### config.mk
export PLATFORM = sky130hd
export DESIGN_NAME = ysyx_23060025_wbu_commit
export DESIGN_NICKNAME = d
export VERILOG_FILES = /design/src/rtl/ysyx_23060025_wbu_commit.sv
export SDC_FILE = /design/constraint.sdc
export NUM_CORES = 1
export LEC_CHECK = 0
export CAP_MARGIN = 30
export CORE_UTILIZATION = 51
export CTS_CLUSTER_SIZE = 25
export DETAILED_ROUTE_END_ITERATION = 6
export GPL_ROUTABILITY_DRIVEN = 0
export GPL_TIMING_DRIVEN = 0
export PLACE_DENSITY = 0.76
export SKIP_CTS_REPAIR_TIMING = 1
export SLEW_MARGIN = 20
export SYNTH_ARGS = -nofsm -noshare
export SYNTH_HDL_FRONTEND = slang
export SYNTH_SLANG_ARGS = --single-unit
### constraint.sdc
create_clock -name clock -period 2.7 [get_ports clock]
set_input_delay 0.54 -clock clock [delete_from_list [all_inputs] [get_ports clock]]
set_output_delay 0.54 -clock clock [all_outputs]
set_load 0.01 [all_outputs]
### src/rtl/ysyx_23060025_wbu_commit.sv
// rtl/ysyx_23060025_wbu_commit.sv - write-back/commit stage owning GPR write-out and the machine CSR file
module ysyx_23060025_wbu_commit #(
  parameter int DATA_LEN = 32,
  parameter int ADDR_LEN = 32
) (
  input  logic                clock,
  input  logic                rstn,
  input  logic                lsu_valid_i,
  output logic                wbu_ready_o,
  input  logic                wd_i,
  input  logic [4:0]          wreg_i,
  input  logic [DATA_LEN-1:0] wdata_i,
  input  logic [2:0]          csr_type_i,
  input  logic [11:0]         csr_waddr_i,
  input  logic [DATA_LEN-1:0] csr_wdata_i,
  input  logic                ebreak_flag_i,
  output logic                rf_wen_o,
  output logic [4:0]          rf_waddr_o,
  output logic [DATA_LEN-1:0] rf_wdata_o,
  input  logic [11:0]         csr_raddr_i,
  output logic [DATA_LEN-1:0] csr_rdata_o,
  output logic                wbu_valid_o,
  input  logic                ifu_ready_i,
  output logic                redirect_o,
  output logic [ADDR_LEN-1:0] redirect_pc_o,
  output logic                halt_o
);

  typedef enum logic [1:0] {IDLE, COMMIT, WAIT_IFU, HALT} state_t;

  localparam logic [11:0] CSR_MSTATUS = 12'h300;
  localparam logic [11:0] CSR_MTVEC   = 12'h305;
  localparam logic [11:0] CSR_MEPC    = 12'h341;
  localparam logic [11:0] CSR_MCAUSE  = 12'h342;
  localparam logic [11:0] CSR_MINSTL  = 12'hB02;
  localparam logic [11:0] CSR_MINSTH  = 12'hB82;

  state_t state, state_next;

  logic                pl_wd;
  logic [4:0]          pl_wreg;
  logic [DATA_LEN-1:0] pl_wdata;
  logic [2:0]          pl_csr_type;
  logic [11:0]         pl_csr_waddr;
  logic [DATA_LEN-1:0] pl_csr_wdata;
  logic                pl_ebreak;

  logic [DATA_LEN-1:0] mstatus;
  logic [ADDR_LEN-1:0] mtvec;
  logic [ADDR_LEN-1:0] mepc;
  logic [DATA_LEN-1:0] mcause;
  logic [63:0]         minstret;

  logic accept, is_csrw, is_ecall, is_mret;

  assign accept   = lsu_valid_i & wbu_ready_o;
  assign is_csrw  = (pl_csr_type == 3'd1);
  assign is_ecall = (pl_csr_type == 3'd2);
  assign is_mret  = (pl_csr_type == 3'd3);

  assign wbu_ready_o = rstn & (state == IDLE);
  // Gated by rstn so a commit interrupted by reset never reaches the register file.
  assign rf_wen_o    = rstn & (state == COMMIT) & pl_wd & (pl_wreg != 5'd0);
  assign rf_waddr_o  = pl_wreg;
  assign rf_wdata_o  = pl_wdata;
  assign wbu_valid_o = (state == COMMIT) | (state == WAIT_IFU);
  assign redirect_o  = wbu_valid_o & (is_ecall | is_mret);
  assign halt_o      = (state == HALT);
  // ecall never writes mtvec and mret never writes mepc, so the target stays stable in WAIT_IFU.
  assign redirect_pc_o = !redirect_o ? '0 :
                         is_ecall    ? {mtvec[ADDR_LEN-1:2], 2'b00} : mepc;

  always_comb begin
    state_next = state;
    case (state)
      IDLE:     if (accept) state_next = COMMIT;
      COMMIT:   if (pl_ebreak) state_next = HALT;
                else if (ifu_ready_i) state_next = IDLE;
                else state_next = WAIT_IFU;
      WAIT_IFU: if (ifu_ready_i) state_next = IDLE;
      HALT:     state_next = HALT;
      default:  state_next = IDLE;
    endcase
  end

  always_comb begin
    csr_rdata_o = '0;
    case (csr_raddr_i)
      CSR_MSTATUS: csr_rdata_o = mstatus;
      CSR_MTVEC:   csr_rdata_o = mtvec;
      CSR_MEPC:    csr_rdata_o = mepc;
      CSR_MCAUSE:  csr_rdata_o = mcause;
      CSR_MINSTL:  csr_rdata_o = minstret[31:0];
      CSR_MINSTH:  csr_rdata_o = minstret[63:32];
      default:     csr_rdata_o = '0;
    endcase
  end

  always_ff @(posedge clock) begin
    if (!rstn) begin
      state        <= IDLE;
      pl_wd        <= 1'b0;
      pl_wreg      <= '0;
      pl_wdata     <= '0;
      pl_csr_type  <= '0;
      pl_csr_waddr <= '0;
      pl_csr_wdata <= '0;
      pl_ebreak    <= 1'b0;
      mstatus      <= 32'h0000_1800;
      mtvec        <= '0;
      mepc         <= '0;
      mcause       <= '0;
      minstret     <= '0;
    end else begin
      state <= state_next;
      if (accept) begin
        pl_wd        <= wd_i;
        pl_wreg      <= wreg_i;
        pl_wdata     <= wdata_i;
        pl_csr_type  <= csr_type_i;
        pl_csr_waddr <= csr_waddr_i;
        pl_csr_wdata <= csr_wdata_i;
        pl_ebreak    <= ebreak_flag_i;
      end
      if (state == COMMIT) begin
        // Later assignments win, so a direct minstret write replaces the increment.
        minstret <= minstret + 64'd1;
        if (is_csrw) begin
          case (pl_csr_waddr)
            CSR_MSTATUS: mstatus  <= pl_csr_wdata;
            CSR_MTVEC:   mtvec    <= pl_csr_wdata;
            CSR_MEPC:    mepc     <= pl_csr_wdata;
            CSR_MCAUSE:  mcause   <= pl_csr_wdata;
            CSR_MINSTL:  minstret <= {minstret[63:32], pl_csr_wdata};
            CSR_MINSTH:  minstret <= {pl_csr_wdata, minstret[31:0]};
            default: ;
          endcase
        end else if (is_ecall) begin
          mepc          <= pl_csr_wdata;
          mcause        <= 32'd11;
          mstatus[7]    <= mstatus[3];
          mstatus[3]    <= 1'b0;
          mstatus[12:11] <= 2'b11;
        end else if (is_mret) begin
          mstatus[3] <= mstatus[7];
          mstatus[7] <= 1'b1;
        end
      end
    end
  end

endmodule

==> flow_metrics.py <==
metrics = {
    "finish": {
        "multi_input_area_um2": 8020,
        "nets": 2156,
        "layout_common_cells": "394 x nand2_1, 274 x dfxtp_1, 145 x a21oi_1",
        "ff_latch_area_um2": 5620,
        "drive_gt1_frac": 0.151,
        "fill_cells": 2151,
        "final_common_cell": "nand2_1",
        "fin_util": 0.696,
        "area_growth_pct": 32.6,
    },
    "setup_path": {
        "required_ns": 2.16,
        "rr_startpoint": "pl_csr_waddr[1]",
        "crit_type": "input port to output port",
        "r2r_end": "minstret[14]",
        "end_kind": "output port",
        "crit_start": "csr_raddr_i[5]",
        "worstPathArrival_ns": 2.57,
        "critPathLaunchType": "input port",
        "r2r_cells": 7,
        "path_max_fanout": 5,
        "r2r_setup_slack_ns": 0.05,
        "cp-endpoint": "csr_rdata_o[21]",
    },
    "yosys": {
        "synth_top_area_cell": "dfxtp_1",
        "ys.flop_type": "dfxtp_1",
        "syn_nets": 1883,
        "synthCells": 1775,
        "syn_avg_cell_area_um2": 7.77,
        "yosysWarnings": 0,
        "synth_edf_count": 0,
        "synth-seq-area-share": 0.407,
        "syn-cell-area_um2": 13800,
        "synth.distinct_cells": 72,
        "async_flop_share": 0,
        "ys_ff_latch": 280,
        "synthTopCellsByArea": "dfxtp_1 41%, nand2_1 11%, mux2i_1 5.4%, a21oi_1 5.3%, o21ai_0 4.6%",
        "yosys.area.top_type_share": 0.407,
    },
    "timing": {
        "max_freq_ghz": 0.322,
        "fin_crit_ns": 3.11,
        "hold_violations": 0,
        "setup_slack_ns": -0.405,
        "relSlewSlack": 0.317,
        "worst_pin_slew_ns": 1.02,
        "skew_ns": 0.0107,
        "rsz0062_at_grt": "yes",
        "setup_viol": 56,
        "timing.final.crit_share": 1.15,
        "report.final.slew_viol_count": 0,
    },
    "clocking": {
        "cts_tree": "built",
        "clk_path_buf_depth": 3,
        "clk_latency_ns": 0.57,
        "clk_pin_slew_worst_paths_ns": 0.06,
        "clock-sinks": 280,
        "cts-buffers-inserted": 29,
        "clockRootBuffer": "clkbuf_16",
        "htree_num_levels": 1,
    },
    "global_routing": {
        "antenna_found_initial": 1,
        "grt_pass1_vias": 14900,
        "grt.busiest_layer": "met2",
        "use_met2": 0.589,
        "gr-usage-all-layers": 0.390,
        "met1_usage": 0.489,
        "grt_use_met3": 0.109,
        "grt_pass1_wl_um": 84300,
        "grt_max_degree": 16,
        "grt-ovfl-total": 0,
    },
    "place": {
        "pre_cts_slack_ns": -1.62,
        "portBuffers": 206,
        "place_hpwl_um": 40800,
    },
    "floorplan": {
        "die_x_um": 166,
        "fp.dieH_um": 166,
        "initial_utilization": 0.525,
        "core_um2": 26300,
        "ios": 208,
        "die-area_um2": 27700,
        "placementRows": 59,
    },
    "drt": {
        "drt_iter0_markers": 2728,
        "drc": 72,
        "wl_um": 58400,
        "first_pass_iters": 7,
        "viasPerCell": 6.74,
        "ant_nets": 0,
        "wire_per_inst_um": 24.3,
        "vias": 16200,
    },
    "power_and_ir_drop": {
        "p_int_mw": 7.28,
        "power.density_nw_per_um2": 570,
        "power_switching_mw": 3.15,
        "combPwrFrac": 0.157,
        "p_total_mw": 10.4,
        "p_leak_nw": 6.98,
        "pwr-share-clk": 0.394,
        "vdd_drop_max_mv": 0.522,
        "seq_power_share": 0.449,
        "switching_share": 0.302,
    },
    "outcome": {
        "violations": "design-rule violations, negative setup slack",
        "outcome": "finished with violations",
    },
    "job": {
        "cap_violations": 0,
    },
    "hold_path": {
        "hp-class": "register to register",
    },
}
layout make-up:
type	instances	area share
clock buffer	36	0.0433
timing repair buffer	249	0.132
multi-input combinational	1326	0.438
tap	335	0.0229
inverter	16	0.00369
buffer	146	0.0427
antenna	2	0.000274
clock inverter	17	0.00924
sequential	280	0.307
flip-flops by register name, indices dropped and copies added, names as in the netlist:
signal / flops
rf_waddr_o: 5
pl_csr_type: 3
minstret: 64
rf_wdata_o: 32
pl_ebreak: 1
pl_csr_wdata: 32
mtvec: 32
pl_csr_waddr: 12
mstatus: 32
mepc: 32
state: 2
pl_wd: 1
mcause: 32
critical path, cell delays in order:
cell and delay (ns):
clkbuf_2 0.11, nor2_4 0.08, nand4_1 0.12, buf_4 0.18, nor4_4 0.38, and3b_2 0.32
buf_6 0.17, buf_8 0.15, nand2_1 0.08, o211ai_1 0.21, buf_2 0.21
power by group through the flow:
stage	clock network, mW	registers, mW	logic (mW)
finish	4.11	4.68	1.64
global route	4.25	4.68	1.72
CTS	4.08	4.63	1.46
detailed placement	0	4.72	1.45
global placement	0	4.72	1.43
floorplan	0	4.61	0.739
synth_stat cells (all sizes together), types with 5 or more instances:
cell type	instances
a222oi	32
a22oi	6
mux2i	74
o21ai	133
o31ai	17
clkbuf	136
and2	9
inv	15
and4	14
o21a	6
o221a	30
o221ai	7
and3	19
nor4	20
a31oi	7
nor2	93
nand2	417
dfxtp	280
nor3	32
nand4	33
o22ai	10
a21oi	145
buf	17
o211ai	37
ha	6
nand2b	6
a21o	5
nor2b	6
a32o	6
nor3b	5
or3	9
a211oi	11
nand3	80
per-layer routing:
metal | wire, um | up-vias
met5 | 0 | -
met4 | 5050 | 0
met3 | 8140 | 399
met2 | 24100 | 1428
met1 | 21200 | 7400
li1 | - | 6988
worst min path at each step:
stage	from	end	cells past startpoint	slack [ns]
floorplan	mtvec[1]	mtvec[1]	2	0.43
global placement	mcause[9]	mcause[9]	2	0.44
detailed placement	mstatus[6]	mstatus[6]	2	0.44
CTS	mcause[14]	mcause[14]	2	0.45
global route	mcause[16]	mcause[16]	2	0.47
finish	mtvec[0]	mtvec[0]	2	0.46
metrics by stage:
stage	hold WS (ns)	std cells	cell area, um2	TNS, ns
after floorplan	0.431	1775	13800	0
after detailed placement	0.443	2317	16300	-139.82
after global placement	0.437	2316	16300	-139.23
final	0.456	2407	18300	-10.38
after CTS	0.451	2370	17200	-130.70
after global routing	0.470	2405	18300	-12.52
kinds of logic (layout without fill, tap and decap cells):
group	count (synthesis)	after routing	share of synthesized area
adder cells (fa/ha/maj)	6	6	0.00544
other	0	2	0
AO/OA/AOI/OAI	487	487	0.232
XOR/XNOR	2	2	0.00127
buffers and inverters	169	464	0.0478
flip-flops	280	280	0.407
AND/OR/NAND/NOR	757	757	0.253
multiplexers	74	74	0.0537
No activity file was read; power rests on OpenSTA's default activity.
